### src/rtl/bcd_second_counter_pkg.sv
// second_counter_pkg: shared constants for the BCD seconds counter.
//   - FSM state encoding (ST_IDLE / ST_RUN / ST_PAUSE), also visible on state_out
//   - BCD digit width and per-digit maxima (decimal 9, MM:SS tens-of-seconds 5)
//   - digit_max(): maximum value for a given digit position
// Ports: none (package).
`timescale 1ns/1ps
package second_counter_pkg;

    typedef enum logic [1:0] {
        ST_IDLE  = 2'd0,
        ST_RUN   = 2'd1,
        ST_PAUSE = 2'd2
    } state_e;

    localparam int DIGIT_W       = 4;
    localparam int DEC_MAX       = 9;
    localparam int MMSS_TENS_MAX = 5;

    // In MM:SS mode only digit 1 (tens of seconds) is modulo 6.
    function automatic int digit_max(input int idx, input bit mmss_en);
        return (mmss_en && idx == 1) ? MMSS_TENS_MAX : DEC_MAX;
    endfunction

endpackage

### src/rtl/bcd_second_counter_if.sv
// bcd_second_counter_if: control ticks in, BCD count and status out.
// Ports (signals):
//   enable_in      1 Hz count tick (one clock wide)
//   start_stop_in  run/pause toggle pulse
//   clear_in       zero the count and stop
//   bcd_out        packed BCD count, digit 0 in [3:0]
//   running_out    high while in RUN
//   wrap_out       one-cycle pulse on full -> zero
//   state_out      FSM state (IDLE=0, RUN=1, PAUSE=2)
// Modports: master drives the pulses, slave is the counter.
`timescale 1ns/1ps
interface bcd_second_counter_if #(
    parameter int NUM_DIGITS = 4
);
    logic                      enable_in;
    logic                      start_stop_in;
    logic                      clear_in;
    logic [4*NUM_DIGITS-1:0]   bcd_out;
    logic                      running_out;
    logic                      wrap_out;
    logic [1:0]                state_out;

    modport master (
        output enable_in, start_stop_in, clear_in,
        input  bcd_out, running_out, wrap_out, state_out
    );

    modport slave (
        input  enable_in, start_stop_in, clear_in,
        output bcd_out, running_out, wrap_out, state_out
    );
endinterface

### src/rtl/bcd_second_counter_digit.sv
// bcd_digit: one BCD digit register that counts 0..MAX and rolls over.
// Ports:
//   clk_in, rst_n_in  clock, async active-low reset
//   inc_in            advance this digit by one
//   clr_in            synchronous clear to zero (wins over inc_in)
//   digit_out         current digit value
//   carry_out         inc_in while at MAX (next digit should advance)
`timescale 1ns/1ps
module bcd_digit
    import second_counter_pkg::*;
#(
    parameter int MAX = DEC_MAX
) (
    input  logic               clk_in,
    input  logic               rst_n_in,
    input  logic               inc_in,
    input  logic               clr_in,
    output logic [DIGIT_W-1:0] digit_out,
    output logic               carry_out
);
    localparam logic [DIGIT_W-1:0] MAX_V = DIGIT_W'(MAX);

    logic [DIGIT_W-1:0] digit_q, digit_d;
    logic               at_max;

    // >= rather than == so a corrupted digit still returns to zero.
    assign at_max = (digit_q >= MAX_V);

    always_comb begin
        digit_d = digit_q;
        if (clr_in) begin
            digit_d = '0;
        end else if (inc_in) begin
            digit_d = at_max ? '0 : digit_q + 1'b1;
        end
    end

    always_ff @(posedge clk_in or negedge rst_n_in) begin
        if (!rst_n_in) begin
            digit_q <= '0;
        end else begin
            digit_q <= digit_d;
        end
    end

    assign digit_out = digit_q;
    assign carry_out = inc_in & at_max;
endmodule

### src/rtl/bcd_second_counter.sv
// bcd_second_counter: run/pause/clear BCD seconds counter.
// Ports:
//   clk_in    100 MHz system clock, rising edge
//   rst_n_in  asynchronous active-low reset
//   bus       bcd_second_counter_if.slave (ticks in, count/status out)
// Parameter NUM_DIGITS (1..8) sets the number of BCD digits.
// Macro COUNTER_MMSS_EN: when defined, digit 1 counts 0..5 (MM:SS display)
// and NUM_DIGITS must be at least 2; otherwise every digit is decimal.
//
// state    | meaning
// ---------+-----------------------------------------------
// ST_IDLE  | cleared, ticks ignored, waiting for start
// ST_RUN   | each enable_in tick advances the count
// ST_PAUSE | count held, ticks ignored, start resumes
`timescale 1ns/1ps
module bcd_second_counter
    import second_counter_pkg::*;
#(
    parameter int NUM_DIGITS = 4
) (
    input  logic                 clk_in,
    input  logic                 rst_n_in,
    bcd_second_counter_if.slave  bus
);

`ifdef COUNTER_MMSS_EN
    localparam bit MMSS_EN = 1'b1;
    if (NUM_DIGITS < 2) begin : g_bad_mmss
        $error("bcd_second_counter: MM:SS mode needs NUM_DIGITS >= 2");
    end
`else
    localparam bit MMSS_EN = 1'b0;
`endif

    if (NUM_DIGITS < 1 || NUM_DIGITS > 8) begin : g_bad_width
        $error("bcd_second_counter: NUM_DIGITS must be 1..8");
    end

    state_e state_q, state_d;
    logic   running_q, running_d;
    logic   wrap_q, wrap_d;

    logic [DIGIT_W*NUM_DIGITS-1:0] digits;
    logic [NUM_DIGITS:0]           carry;

    // Tick is applied before any start_stop in the same cycle, so the
    // increment qualifies on the current state; clear kills it.
    assign carry[0] = (state_q == ST_RUN) & bus.enable_in & ~bus.clear_in;

    for (genvar g = 0; g < NUM_DIGITS; g++) begin : g_digit
        bcd_digit #(
            .MAX (digit_max(g, MMSS_EN))
        ) u_digit (
            .clk_in    (clk_in),
            .rst_n_in  (rst_n_in),
            .inc_in    (carry[g]),
            .clr_in    (bus.clear_in),
            .digit_out (digits[g*DIGIT_W +: DIGIT_W]),
            .carry_out (carry[g+1])
        );
    end

    always_comb begin
        state_d = state_q;
        case (state_q)
            ST_IDLE:  if (bus.start_stop_in) state_d = ST_RUN;
            ST_RUN:   if (bus.start_stop_in) state_d = ST_PAUSE;
            ST_PAUSE: if (bus.start_stop_in) state_d = ST_RUN;
            default:  state_d = ST_IDLE;
        endcase
        if (bus.clear_in) begin
            state_d = ST_IDLE;
        end
        running_d = (state_d == ST_RUN);
        // Carry out of the top digit only happens on the full -> zero tick;
        // carry[0] already excludes clear, so a cleared wrap never pulses.
        wrap_d    = carry[NUM_DIGITS];
    end

    always_ff @(posedge clk_in or negedge rst_n_in) begin
        if (!rst_n_in) begin
            state_q   <= ST_IDLE;
            running_q <= 1'b0;
            wrap_q    <= 1'b0;
        end else begin
            state_q   <= state_d;
            running_q <= running_d;
            wrap_q    <= wrap_d;
        end
    end

    assign bus.bcd_out     = digits;
    assign bus.state_out   = state_q;
    assign bus.running_out = running_q;
    assign bus.wrap_out    = wrap_q;
endmodule

### src/flat_wrapper.sv
// flat-port wrapper written by rule: the top's interface ports become plain ports
module bcd_second_counter_flat import second_counter_pkg::*;
#(
    parameter int NUM_DIGITS = 4
)
  (clk_in, rst_n_in, bus_enable_in, bus_start_stop_in, bus_clear_in, bus_bcd_out, bus_running_out, bus_wrap_out, bus_state_out);
  bcd_second_counter_if #(.NUM_DIGITS(NUM_DIGITS)) bus_i ();
  input  logic clk_in;
  input  logic rst_n_in;
  input wire logic [$bits(bus_i.enable_in)-1:0] bus_enable_in;
  input wire logic [$bits(bus_i.start_stop_in)-1:0] bus_start_stop_in;
  input wire logic [$bits(bus_i.clear_in)-1:0] bus_clear_in;
  output wire logic [$bits(bus_i.bcd_out)-1:0] bus_bcd_out;
  output wire logic [$bits(bus_i.running_out)-1:0] bus_running_out;
  output wire logic [$bits(bus_i.wrap_out)-1:0] bus_wrap_out;
  output wire logic [$bits(bus_i.state_out)-1:0] bus_state_out;
  assign bus_i.enable_in = bus_enable_in;
  assign bus_i.start_stop_in = bus_start_stop_in;
  assign bus_i.clear_in = bus_clear_in;
  assign bus_bcd_out = bus_i.bcd_out;
  assign bus_running_out = bus_i.running_out;
  assign bus_wrap_out = bus_i.wrap_out;
  assign bus_state_out = bus_i.state_out;
  bcd_second_counter #(.NUM_DIGITS(NUM_DIGITS)) u_core (.clk_in(clk_in), .rst_n_in(rst_n_in), .bus(bus_i));
endmodule
### config.mk
export PLATFORM = sky130hd
export DESIGN_NAME = bcd_second_counter_flat
export DESIGN_NICKNAME = d
export VERILOG_FILES = /design/src/rtl/bcd_second_counter_pkg.sv /design/src/rtl/bcd_second_counter_if.sv /design/src/rtl/bcd_second_counter_digit.sv /design/src/rtl/bcd_second_counter.sv /design/src/flat_wrapper.sv
export SDC_FILE = /design/constraint.sdc
export NUM_CORES = 1
export LEC_CHECK = 0
export BUFFER_PORTS_ARGS = -buffer_cell sky130_fd_sc_hd__buf_4
export CORE_MARGIN = 2
export CORE_UTILIZATION = 30
export DETAILED_ROUTE_END_ITERATION = 8
export SLEW_MARGIN = 15
export SYNTH_ARGS = -nofsm -noshare
export SYNTH_HDL_FRONTEND = slang
export SYNTH_HIERARCHICAL = 1
export SYNTH_SLANG_ARGS = --single-unit
### constraint.sdc
create_clock -name clk_in -period 3.45 [get_ports clk_in]
set_input_delay 0.345 -clock clk_in [delete_from_list [all_inputs] [get_ports clk_in]]
set_output_delay 0.345 -clock clk_in [all_outputs]
set_load 0.01 [all_outputs]
==> flow_metrics.env <==
export IMPL_synth_top_family_by_area="simple AND/OR/NAND/NOR gates"
export IMPL_cp_slowest_cell="dfrtp_1"
export IMPL_antenna_cells=0
export IMPL_finalSetupViolations=0
export IMPL_portBuffers=24
export IMPL_min_path_type="in2reg"
export IMPL_maxCapViolCount=0
export IMPL_ys_ff_latch=20
export IMPL_ir_drop_mv=0.1309
export IMPL_clk_latency_ps=260
export IMPL_hold_viol=0
export IMPL_synth_enable_flop_cells=0
export IMPL_antenna_left=0
export IMPL_fillers=458
export IMPL_overflow=0
export IMPL_cts_clk_slew_worst_paths_ps=80
export IMPL_avgSynthCellArea_um2=10.17
export IMPL_synthMuxAreaShare_pct=0
export IMPL_dp_hpwl_um=1807
export IMPL_io_pins=25
export IMPL_htree_levels=1
export IMPL_core_area_um2=4324
export IMPL_antenna_found_initial=0
export IMPL_reg2reg_depth=10
export IMPL_period_share_pct=74.53
export IMPL_slew_violations=0
export IMPL_grtUsageTotal_pct=10.41
export IMPL_cts_root_buffer="clkbuf_8"
export IMPL_final_setup_tns_ps=0
export IMPL_leakage_nw=0.7404
export IMPL_clock_sinks=20
export IMPL_clockBufferDepth=2
export IMPL_start_util_pct=31.05
export IMPL_drive_gt1_share_pct=28.48
export IMPL_grt_pass1_vias=921
export IMPL_postCtsHoldBufs=1
export IMPL_syn_num_nets=149
export IMPL_skew_ps=4.374
export IMPL_viasPerCell=4.967
export IMPL_nNetsFinal=176
export IMPL_grt_pass1_wl_um=4271
export IMPL_cts_tree="built"
export IMPL_rsz0062_at_grt="no"
export IMPL_synth_fa_ha_area_share_pct=11.18
export IMPL_dieArea_um2=5026
export IMPL_cp_common_cell="and2_1"
export IMPL_yosys_area_share_simple_pct=22.46
export IMPL_async_flop_share_pct=100.0
export IMPL_p_per_area_nw_per_um2=347.2
export IMPL_max_slew_margin_rel_pct=75.26
export IMPL_path_delay_family="simple AND/OR/NAND/NOR gates"
export IMPL_netlist_instances=132
export IMPL_ys_seq_area_share_pct=37.28
export IMPL_regToRegEndpoint="u_core/g_digit[3].u_digit/digit_out[3]"
export IMPL_worstHoldEndpoint="u_core/bus.state_out[1]"
export IMPL_postCtsSetupBuffers=0
export IMPL_worstPathArrival_ps=2700
export IMPL_worstPathCellList="inv_1 -> ha_1 -> nor2_2 -> a21oi_2 -> and2_1 -> and2_1 -> and2_1 -> nor3b_1 -> a31oi_1 -> o41ai_2"
export IMPL_std_cell_rows=24
export IMPL_timing_rr_start="u_core/g_digit[0].u_digit/digit_out[1]"
export IMPL_gp_congestion=0.7900
export IMPL_wl_per_cell_um=12.26
export IMPL_crit_path_end_kind="register"
export IMPL_finalNonFillerCells=210
export IMPL_cp_data_required_time_ps=3580
export IMPL_tightest_slew_ps=371.1
export IMPL_crit_type="reg2reg"
export IMPL_synth_cell_area_um2=1343
export IMPL_cts_resized=0
export IMPL_min_path_cells=3
export IMPL_dp_cells=205
export IMPL_fmax_mhz=388.9
export IMPL_critPathBufInv=1
export IMPL_synth_compound_area_share_pct=22.37
export IMPL_numCtsBuffers=3
export IMPL_grt_max_degree=37
export IMPL_synth_ff_type="dfrtp_1"
export IMPL_die_w_um=70.90
export IMPL_yosysUniqueCellTypes=23
export IMPL_drc_errors=0
export IMPL_ff2ff_setup_slack_ps=880
export IMPL_area_growth_pct=21.53
export IMPL_first_pass_iters=4
export IMPL_ys_warn_count=6
export IMPL_drt_iter0_drc=43
export IMPL_die_y_um=70.90
export IMPL_cp_start_kind="register"
export IMPL_fin_crit_ps=2571
export IMPL_status="complete, no violations"
export IMPL_hold_ws_ps=370.3
export IMPL_min_from="bus_start_stop_in"
export IMPL_critPathMaxFanout=10
export IMPL_vias=1043
export IMPL_wl_um=2575
export IMPL_synth_xor_area_share_pct=0
export IMPL_slowest_delay_ps=420
cell families (layout without fill, tap and decap cells):
group	Yosys count	in the layout
AO/OA/AOI/OAI	35	35
adder cells (fa/ha/maj)	12	12
buffers and inverters	16	42
flip-flops	20	20
AND/OR/NAND/NOR	49	49
power by group:
| group | switching [mW] | internal (mW) | total [mW] |
|---|---|---|---|
| logic | 0.0379 | 0.0358 | 0.0737 |
| clock network | 0.0832 | 0.155 | 0.238 |
| registers | 0.0103 | 0.244 | 0.255 |
Yosys cell counts, drive strengths merged, types with 5 or more instances:
master / n / area [µm²]
nand2b: 9 / 56.30
ha: 12 / 150.1
nor2: 12 / 55.05
dfrtp: 20 / 500.5
inv: 12 / 45.04
nand3b: 5 / 37.54
a21oi: 11 / 70.06
flip-flops by register name (all words and copies together) (netlist names):
signal / flops
u_core/bus.running_out: 1
u_core/bus.state_out: 2
u_core/g_digit.u_digit/digit_out: 16
u_core/bus.wrap_out: 1
placed cells by master, fill, tap and decap left out, drive strengths merged:
cell type and instances:
o41ai 4, nand2b 9, o32ai 4, dfrtp 20
nand2 4, a211oi 4, ha 12, nor2 12
or3b 2, dlygate4sd3 1, a31oi 4, nand3b 5
nor3b 4, and2 4, a21boi 4, a21oi 11
and2b 4, bufinv 1, inv 12, o22ai 4
clkbuf 3, and3 4, nor4bb 1, buf 25
per-stage QoR:
stage	util, %	setup slack [ps]	total power, mW	area, µm²
2_1_floorplan	-	1278	0.2965	1343
3_3_place_gp	35.85	947.5	0.3313	1550
3_5_place_dp	35.85	863.8	0.3336	1550
4_1_cts	37.73	880.8	0.5743	1632
5_1_grt	37.73	662.3	0.5913	1632
6_report	37.73	878.7	0.5664	1632
layout make-up:
type | instances | area, µm² | share of cell area, %
Sequential cell | 20 | 500.5 | 30.67
Multi-Input combinational cell | 96 | 752.0 | 46.09
Clock inverter | 1 | 30.03 | 1.840
Clock buffer | 3 | 41.29 | 2.531
Inverter | 12 | 45.04 | 2.761
Timing Repair Buffer | 26 | 197.7 | 12.12
Tap cell | 52 | 65.06 | 3.988
per-layer routing:
| layer | track usage (%) | share of wire (%) | vias to the layer above |
|---|---|---|---|
| met5 | 0 | 0 | - |
| met4 | 4.403 | 0.74 | 0 |
| met3 | 2.279 | 4.5 | 2 |
| met2 | 16.61 | 48 | 17 |
| met1 | 13.66 | 47 | 508 |
| li1 | - | - | 516 |
tightest hold or removal path: stages:
cell,delay [ps]
buf_4,100
or3b_1,90
a21oi_1,60
worst max-delay path by stage:
stage	slack (ps)	from	depth (start not counted)	to
2_1_floorplan	1280	u_core/g_digit[0].u_digit/digit_out[0]	12	u_core/g_digit[3].u_digit/digit_out[2]
3_3_place_gp	950	bus_clear_in	9	u_core/g_digit[3].u_digit/digit_out[2]
3_5_place_dp	860	bus_clear_in	9	u_core/g_digit[3].u_digit/digit_out[3]
4_1_cts	880	u_core/g_digit[0].u_digit/digit_out[1]	10	u_core/g_digit[3].u_digit/digit_out[2]
5_1_grt	660	u_core/g_digit[0].u_digit/digit_out[0]	9	u_core/g_digit[3].u_digit/digit_out[3]
6_report	880	u_core/g_digit[0].u_digit/digit_out[1]	10	u_core/g_digit[3].u_digit/digit_out[3]
(Power assumes the default switching activity.)
